$ cat config.mk
export PLATFORM = sky130hd
export DESIGN_NAME = sb_ccff_loader_flat
export DESIGN_NICKNAME = d
export VERILOG_FILES = /design/src/rtl/sb_ccff_loader_if.sv /design/src/rtl/sb_ccff_loader.sv /design/src/flat_wrapper.sv
export SDC_FILE = /design/constraint.sdc
export NUM_CORES = 1
export LEC_CHECK = 0
export ABC_CLOCK_PERIOD_IN_PS = 4000
export CAP_MARGIN = 10
export CORE_MARGIN = 3
export CORE_UTILIZATION = 34
export CTS_CLUSTER_SIZE = 8
export DETAILED_ROUTE_END_ITERATION = 7
export GPL_TIMING_DRIVEN = 0
export PLACE_DENSITY = 0.59
export SLEW_MARGIN = 0
export SYNTH_ARGS = -nofsm -noshare
export SYNTH_HDL_FRONTEND = slang
export SYNTH_SLANG_ARGS = --single-unit
$ cat constraint.sdc
create_clock -name prog_clk -period 4 [get_ports prog_clk]
set_input_delay 0.8 -clock prog_clk [delete_from_list [all_inputs] [get_ports prog_clk]]
set_output_delay 0.8 -clock prog_clk [all_outputs]
set_load 0.05 [all_outputs]
$ cat src/rtl/sb_ccff_loader_if.sv
// Handshake and chain signals between the bitstream fetch logic, the loader and
// the sb_x__y_ configuration chain.
`timescale 1ns/1ps

interface sb_ccff_loader_if #(
    parameter int WORD_W = 8
);
    logic              start;
    logic              verify_en;
    logic              abort;
    logic [WORD_W-1:0] cfg_data;
    logic              cfg_valid;
    logic              cfg_ready;
    logic              ccff_head;
    logic              ccff_shift;
    logic              ccff_tail;
    logic              busy;
    logic              done;
    logic              aborted;
    logic              mismatch;

    modport master (
        output start, verify_en, abort, cfg_data, cfg_valid, ccff_tail,
        input  cfg_ready, ccff_head, ccff_shift, busy, done, aborted, mismatch
    );

    modport slave (
        input  start, verify_en, abort, cfg_data, cfg_valid, ccff_tail,
        output cfg_ready, ccff_head, ccff_shift, busy, done, aborted, mismatch
    );
endinterface

$ cat src/rtl/sb_ccff_loader.sv
// Serialises bitstream words MSB-first into one switch-block ccff chain, with an
// optional second pass that checks the chain's tail output against the resent stream.
`timescale 1ns/1ps

module sb_ccff_loader #(
    parameter int CHAIN_LEN = 64,
    parameter int WORD_W    = 8
) (
    input logic             prog_clk,
    input logic             pReset,
    sb_ccff_loader_if.slave bus
);
    localparam int NWORDS = CHAIN_LEN / WORD_W;
    localparam int CNT_W  = $clog2(CHAIN_LEN + 1);
    localparam int WBIT_W = (WORD_W > 1) ? $clog2(WORD_W) : 1;
    localparam int WCNT_W = $clog2(NWORDS + 1);

    localparam logic [CNT_W-1:0]  BIT_LAST  = CNT_W'(CHAIN_LEN - 1);
    localparam logic [WBIT_W-1:0] WBIT_LAST = WBIT_W'(WORD_W - 1);
    localparam logic [WCNT_W-1:0] WCNT_FULL = WCNT_W'(NWORDS);

    localparam logic [1:0] ST_IDLE   = 2'd0;
    localparam logic [1:0] ST_LOAD   = 2'd1;
    localparam logic [1:0] ST_VERIFY = 2'd2;
    localparam logic [1:0] ST_DONE   = 2'd3;

    if (CHAIN_LEN % WORD_W != 0) begin : g_len_check
        $error("sb_ccff_loader: CHAIN_LEN must be a multiple of WORD_W");
    end

    logic [1:0]        state;
    logic              verify_q;
    logic [CNT_W-1:0]  bit_cnt;
    logic [WCNT_W-1:0] word_cnt;
    logic [WORD_W-1:0] sreg;
    logic              active;
    logic [WBIT_W-1:0] wbit;
    logic              aborted_q;
    logic              mismatch_q;

    logic busy;
    logic ready;
    logic accept;
    logic last_shift;

    assign busy       = (state == ST_LOAD) || (state == ST_VERIFY);
    // Ready on the final bit of the current word so the next word shifts without a bubble.
    assign ready      = busy && (word_cnt != WCNT_FULL) && (!active || (wbit == WBIT_LAST));
    assign accept     = ready && bus.cfg_valid;
    assign last_shift = active && (bit_cnt == BIT_LAST);

    assign bus.cfg_ready  = ready;
    assign bus.ccff_shift = active;
    assign bus.ccff_head  = active & sreg[WORD_W-1];
    assign bus.busy       = busy;
    assign bus.done       = (state == ST_DONE);
    assign bus.aborted    = aborted_q;
    assign bus.mismatch   = mismatch_q;

    always_ff @(posedge prog_clk) begin
        if (pReset) begin
            state      <= ST_IDLE;
            verify_q   <= 1'b0;
            bit_cnt    <= '0;
            word_cnt   <= '0;
            sreg       <= '0;
            active     <= 1'b0;
            wbit       <= '0;
            aborted_q  <= 1'b0;
            mismatch_q <= 1'b0;
        end else begin
            aborted_q <= 1'b0;
            case (state)
                ST_IDLE: begin
                    if (bus.start) begin
                        state      <= ST_LOAD;
                        verify_q   <= bus.verify_en;
                        bit_cnt    <= '0;
                        word_cnt   <= '0;
                        mismatch_q <= 1'b0;
                    end
                end
                ST_LOAD, ST_VERIFY: begin
                    if (bus.abort) begin
                        state     <= ST_IDLE;
                        active    <= 1'b0;
                        aborted_q <= 1'b1;
                    end else begin
                        if (active) begin
                            sreg    <= sreg << 1;
                            wbit    <= wbit + 1'b1;
                            bit_cnt <= bit_cnt + 1'b1;
                            if (wbit == WBIT_LAST)
                                active <= 1'b0;
                            // Tail still shows the bit loaded on the first pass at this position.
                            if ((state == ST_VERIFY) && (bus.ccff_tail != sreg[WORD_W-1]))
                                mismatch_q <= 1'b1;
                        end
                        if (accept) begin
                            sreg     <= bus.cfg_data;
                            active   <= 1'b1;
                            wbit     <= '0;
                            word_cnt <= word_cnt + 1'b1;
                        end
                        if (last_shift) begin
                            bit_cnt  <= '0;
                            word_cnt <= '0;
                            state    <= ((state == ST_LOAD) && verify_q) ? ST_VERIFY : ST_DONE;
                        end
                    end
                end
                default: state <= ST_IDLE;
            endcase
        end
    end
endmodule

$ cat src/flat_wrapper.sv
// flat-port wrapper written by rule: the top's interface ports become plain ports
module sb_ccff_loader_flat 
#(
    parameter int CHAIN_LEN = 64,
    parameter int WORD_W    = 8
)
  (prog_clk, pReset, bus_start, bus_verify_en, bus_abort, bus_cfg_data, bus_cfg_valid, bus_ccff_tail, bus_cfg_ready, bus_ccff_head, bus_ccff_shift, bus_busy, bus_done, bus_aborted, bus_mismatch);
  sb_ccff_loader_if #(.WORD_W(WORD_W)) bus_i ();
  input logic prog_clk;
  input logic pReset;
  input wire logic [$bits(bus_i.start)-1:0] bus_start;
  input wire logic [$bits(bus_i.verify_en)-1:0] bus_verify_en;
  input wire logic [$bits(bus_i.abort)-1:0] bus_abort;
  input wire logic [$bits(bus_i.cfg_data)-1:0] bus_cfg_data;
  input wire logic [$bits(bus_i.cfg_valid)-1:0] bus_cfg_valid;
  input wire logic [$bits(bus_i.ccff_tail)-1:0] bus_ccff_tail;
  output wire logic [$bits(bus_i.cfg_ready)-1:0] bus_cfg_ready;
  output wire logic [$bits(bus_i.ccff_head)-1:0] bus_ccff_head;
  output wire logic [$bits(bus_i.ccff_shift)-1:0] bus_ccff_shift;
  output wire logic [$bits(bus_i.busy)-1:0] bus_busy;
  output wire logic [$bits(bus_i.done)-1:0] bus_done;
  output wire logic [$bits(bus_i.aborted)-1:0] bus_aborted;
  output wire logic [$bits(bus_i.mismatch)-1:0] bus_mismatch;
  assign bus_i.start = bus_start;
  assign bus_i.verify_en = bus_verify_en;
  assign bus_i.abort = bus_abort;
  assign bus_i.cfg_data = bus_cfg_data;
  assign bus_i.cfg_valid = bus_cfg_valid;
  assign bus_i.ccff_tail = bus_ccff_tail;
  assign bus_cfg_ready = bus_i.cfg_ready;
  assign bus_ccff_head = bus_i.ccff_head;
  assign bus_ccff_shift = bus_i.ccff_shift;
  assign bus_busy = bus_i.busy;
  assign bus_done = bus_i.done;
  assign bus_aborted = bus_i.aborted;
  assign bus_mismatch = bus_i.mismatch;
  sb_ccff_loader #(.CHAIN_LEN(CHAIN_LEN), .WORD_W(WORD_W)) u_core (.prog_clk(prog_clk), .pReset(pReset), .bus(bus_i));
endmodule
-- Word level (Yosys, flattened, before mapping)
Index checks and enable logic that the tools add are counted.
- word-level logic and storage cells: 78
- register bits: 28
- output and inout bits: 7
- mux-type cells: 29
- equality and inequality tests: 14
- add/subtract/negate cells: 3
- bitwise logic cells: 3
- reductions and logical operators: 20
- operators with widths (kind ; count):
    two-way mux 7 bit ; 4
    two-way mux 4 bit ; 4
    two-way mux 8 bit ; 2
    case mux 7 bit (2 select lines) ; 1
    two-way mux 1 bit ; 10
    case mux 4 bit (2 select lines) ; 1
    AND reduction 4 bit ; 2
    adder 7 x 1 -> 7 bit (second input constant) ; 1
    equality test 7 x 6 -> 1 bit (second input constant) ; 1
    logical AND 1 bit ; 6
    two-way mux 2 bit ; 3
    two-way mux 3 bit ; 2
    inequality test 3 x 1 -> 1 bit (second input constant) ; 2
    AND reduction 5 bit ; 1
    adder 4 x 1 -> 4 bit (second input constant) ; 1
    equality test 2 bit (second input constant) ; 2
    inequality test 2 x 1 -> 1 bit (second input constant) ; 2
    inequality test 2 bit (second input constant) ; 2
    inequality test 4 bit (second input constant) ; 1
    case mux 2 bit (2 select lines) ; 1
    AND reduction 2 bit ; 2
    nonzero test 2 bit ; 2
    OR reduction 2 bit ; 2
    adder 3 x 1 -> 3 bit (second input constant) ; 1
    other kinds (11) ; 13

-- Logic depth before layout (Yosys ltp)
- word-level depth: 9
- depth in mapped cells: 7

-- Worst setup path before layout
OpenSTA, ideal clock, no wires.
- path type: register -> output
- from: register u_core.state[0]
- to: output port bus_cfg_ready
- buffers on the path: 1
- arrival: 1.784 ns
- required time: 3.200 ns
- setup slack: 1.416 ns
- stages on the path, launching flop included: 5
- cells stage by stage: dfxtp_1 inv_1 ha_1 buf_2 and3_1
- word-level cells in the longest chain between the ends: 4
- ends and longest elaborated chain (element ; RTL line ; text):
    start: declaration ; sb_ccff_loader.sv:31 ; logic [1:0] state;
    start signal: assignment ; sb_ccff_loader.sv:108 ; state <= ((state == ST_LOAD) && verify_q) ? ST_VERIFY : ST_DONE;
    equality test 2 x 1 -> 1 bit or equality test 2 bit (tied branches) ; sb_ccff_loader.sv:46 ; assign busy = (state == ST_LOAD) || (state == ST_VERIFY);
    logical OR 1 bit (*) ; sb_ccff_loader.sv:46 ;
    named net bus_busy ; flat_wrapper.sv:20 ; output wire logic [$bits(bus_i.busy)-1:0] bus_busy;
    logical AND 1 bit (*) (2 in series) ; sb_ccff_loader.sv:48 ; assign ready = busy && (word_cnt != WCNT_FULL) && (!active || (wbit == WBIT_LAST));
    end: declaration ; flat_wrapper.sv:17 ; output wire logic [$bits(bus_i.cfg_ready)-1:0] bus_cfg_ready;
Mark *: on every way through the listed nets, which the timed path passes. The rest lies on a longest branch.

-- Worst setup path after layout
- from: register u_core.state[0]
- to: output port bus_cfg_ready
- word-level cells in the longest chain between the ends: 4
- ends and longest elaborated chain (element ; RTL line):
    equality test 2 x 1 -> 1 bit or equality test 2 bit (tied branches) ; sb_ccff_loader.sv:46
    logical OR 1 bit (*) ; sb_ccff_loader.sv:46
    logical AND 1 bit (*) (2 in series) ; sb_ccff_loader.sv:48
Mark *: on every way between the ends. The rest lies on a longest branch, timed or not.

==> run_results.csv <==
group,metric,value,unit
yosys,synth.avg_cell_area,8.92,um2
cts,cts_buffers,3,
worst_setup_path,path_class,"register to primary output",
cells_and_area,num-fill-cells,393,
floorplanning,die_w,73.4,um
place,post-dp-hpwl,2610,um
cts,cts_max_level,1,
place,place_congestion,0.842,
sta,setup_tns,0,ps
floorplanning,placement_rows,23,
power_and_ir_drop,ir_drop,0.204,mV
floorplanning,start_util,36.7,%
sta,post-route-period-util,79.9,%
cts,cts_tree,"done",
worst_setup_path,worst-endpoint-required,3200,ps
status,status,"finished, final reports clean",
route,wl,3330,um
yosys,syn-num-nets,198,
yosys,synth.area.top_cells,"dfxtp_1 36%, ha_1 8.1%, mux2i_1 7.1%",
worst_setup_path,reg2reg_to,"u_core.word_cnt[2]",
floorplanning,core-area,4200,um2
floorplanning,io_pins,22,
yosys,ys_types,35,
cts,clkLatencyLatePin,280,ps
cells_and_area,multiInputGateArea,935,um2
power_and_ir_drop,p_leak,0.708,nW
yosys,synth_warnings,0,
worst_setup_path,crit_path_end_kind,"primary output",
yosys,netlist_instances,173,
worst_hold_path,hold_start,"u_core.sreg[4]",
sta,worstMarginPinSlew,502,ps
floorplanning,dieHeight,73.4,um
worst_setup_path,cp_slowest_cell,"clkdlybuf4s50_1",
worst_setup_path,critPathMaxStageDelay,800,ps
cells_and_area,syn2layout_area_growth,21.2,%
worst_setup_path,cp_data_arrival_time,2400,ps
worst_hold_path,hold_depth,1,
cts,postCtsSetupBuffers,0,
worst_setup_path,r2r_setup_slack,1950,ps
cells_and_area,seq_area,561,um2
yosys,synth-seq-area-share,36.3,%
global_route,grt_usage,13.7,%
route,drt-vias-per-instance,5.33,
yosys,netlist_area,1540,um2
sta,fin_skew,2.58,ps
floorplanning,dieArea,5390,um2
worst_hold_path,hp-class,"register to register",
route,drc,0,
worst_setup_path,path_max_fanout,10,
cts,ctsRootBufferMaster,"clkbuf_8",
worst_setup_path,cp_top_family,"buffers and inverters",
sta,setup_slack,804,ps
worst_setup_path,crit_path_cell_trace,"inv_1 -> ha_1 -> buf_2 -> and3_1 -> clkdlybuf4s50_1",
sta,min_period,3200,ps
cells_and_area,nets,224,
global_route,grt_max_degree,16,
power_and_ir_drop,p_per_area,353,nW/um2
cts,ctsHoldBuffers,0,
worst_hold_path,min_to,"u_core.sreg[4]",
global_route,grt_pass1_vias,1281,
global_route,antenna_found_initial,0,
worst_setup_path,r2r-start,"u_core.state[0]",
yosys,synth_edf_count,0,
sta,slew_headroom,66.4,%
place,preCtsSetupSlack,1100,ps
yosys,ys.flop_type,"dfxtp_1",
cts,cts.clk_slew.worst_paths,90,ps
cts,cts.sinks,28,
run,maxCapViolCount,0,
sta,hold_viol,0,
route,vias,1322,
worst_setup_path,start_kind,"register",
cells_and_area,antenna_cells,0,
yosys,async_flop_share,0,%
route,first_pass_iters,4,
sta,setup_viol,0,
cts,cts_resized,0,
power_and_ir_drop,power,0.000660,W
route,wl_per_cell,13.4,um
global_route,grt_overflow,0,
yosys,ys_ff_latch,28,
sta,slew_violations,0,
yosys,yosysTopAreaCell,"dfxtp_1",
sta,rsz0062_at_grt,"no",
sta,max_freq,313,MHz
worst_setup_path,path_buf_inv,3,
worst_setup_path,rr_worst_depth,7,
cts,cts_buffer_depth,2,
route,drtIter0Drc,52,
place,numPortBuffers,21,
route,ant_nets,0,
cells_and_area,drive_above_1_share,5.05,%
global_route,grt_pass1_wl,5910,um
yosys,synth_top_area_share,36.3,%
## area by class of cell
class	count	area share (%)
Tap cell	50	3.34
Timing Repair Buffer	21	11.2
Buffer	5	1.20
Inverter	7	1.40
Clock buffer	4	2.94
Multi-Input combinational cell	133	49.9
Sequential cell	28	29.9
## power breakdown
group	leakage, nW	internal, W	total (W)	switching [W]
logic	0.453	0.0000711	0.000184	0.000113
registers	0.226	0.000290	0.000300	0.0000103
clock network	0.0288	0.0000882	0.000175	0.0000872
total	0.708	0.000449	0.000660	0.000211
## how the worst max path moves through the flow
stage                    start            end  depth (start not counted)
6_report       u_core.state[0]  bus_cfg_ready                          5
5_1_grt        u_core.state[0]  bus_cfg_ready                          5
4_1_cts        u_core.state[0]  bus_cfg_ready                          5
3_5_place_dp   u_core.state[0]  bus_cfg_ready                          5
3_3_place_gp   u_core.state[0]  bus_cfg_ready                          5
2_1_floorplan  u_core.state[0]  bus_cfg_ready                          4
## cells in the final DEF, fill, tap and decap left out, types with 2 or more instances in the layout
master           Yosys  layout
o2bb2ai_1            7       7
nor2_1               8       8
a211oi_1             3       3
inv_1                7       7
clkdlybuf4s50_1      0      21
a32o_1               2       2
nand2_1             12      12
xnor2_1              6       6
and3_1               5       5
dfxtp_1             28      28
buf_2                3       3
mux2i_1             11      11
o21ai_0              9       9
nand4b_1             2       2
nand3_1              8       8
and2_1               9       9
nand2b_1             7       7
nand4_1              4       4
a31oi_1              2       2
nand3b_1             2       2
clkbuf_8             0       4
clkbuf_1             2       2
a21oi_1             11      11
nor2b_1              3       3
ha_1                10      10
## worst reg2reg max path: cells and delay by family, from the launching register on
kind,cells,cell delay [ps]
adders and majority gates,1,400
buffers and inverters,2,280
DFF,1,410
muxes,1,120
and+or+nand+nor,3,780
## through the flow
stage	std cells	cell area [um2]	util (%)	hold WS, ps
floorplan	173	1540	-	424
global placement	244	1820	43.2	438
detailed placement	244	1820	43.2	443
CTS	248	1870	44.6	471
global route	248	1870	44.6	488
finish	248	1870	44.6	465
## cell usage after synthesis, drive strengths merged, types with 2 or more instances
cell type,instances
xnor2,6
a21oi,12
mux2i,11
o2bb2ai,7
nand3b,2
and3,5
dfxtp,28
nor2b,3
nand2b,7
inv,7
o21ai,9
nand2,12
and2,9
nand3,8
a31oi,2
buf,3
nand4b,2
nand4,4
clkbuf,2
nor3,2
a32o,2
nor2,8
ha,10
a211oi,3
## flip-flops by register name (all words and copies together) (netlist names)
register,flops
u_core.sreg,8
u_core.bit_cnt,7
u_core.word_cnt,4
u_core.wbit,3
u_core.state,2
u_core.bus.aborted,1
u_core.bus.ccff_shift,1
u_core.bus.mismatch,1
u_core.verify_q,1
## metal layers
metal,global-route usage (%),share of wire (%),wire (um),up-vias
met1,19.7,49,1630,606
met2,21.4,45,1500,39
met4,1.81,0.69,23,0
li1,-,-,-,672
met5,0,0,0,-
met3,3.15,5.3,175,5
## cell families (layout without fill, tap and decap cells)
group | Yosys count | after routing | synth area share, %
multiplexers | 11 | 11 | 7.13
buffers and inverters | 12 | 37 | 3.16
AO/OA/AOI/OAI | 40 | 40 | 17.5
XOR/XNOR | 6 | 6 | 3.40
AND/OR/NAND/NOR | 66 | 66 | 24.4
adder cells (fa/ha/maj) | 10 | 10 | 8.10
flip-flops | 28 | 28 | 36.3
(Power assumes the default switching activity.)
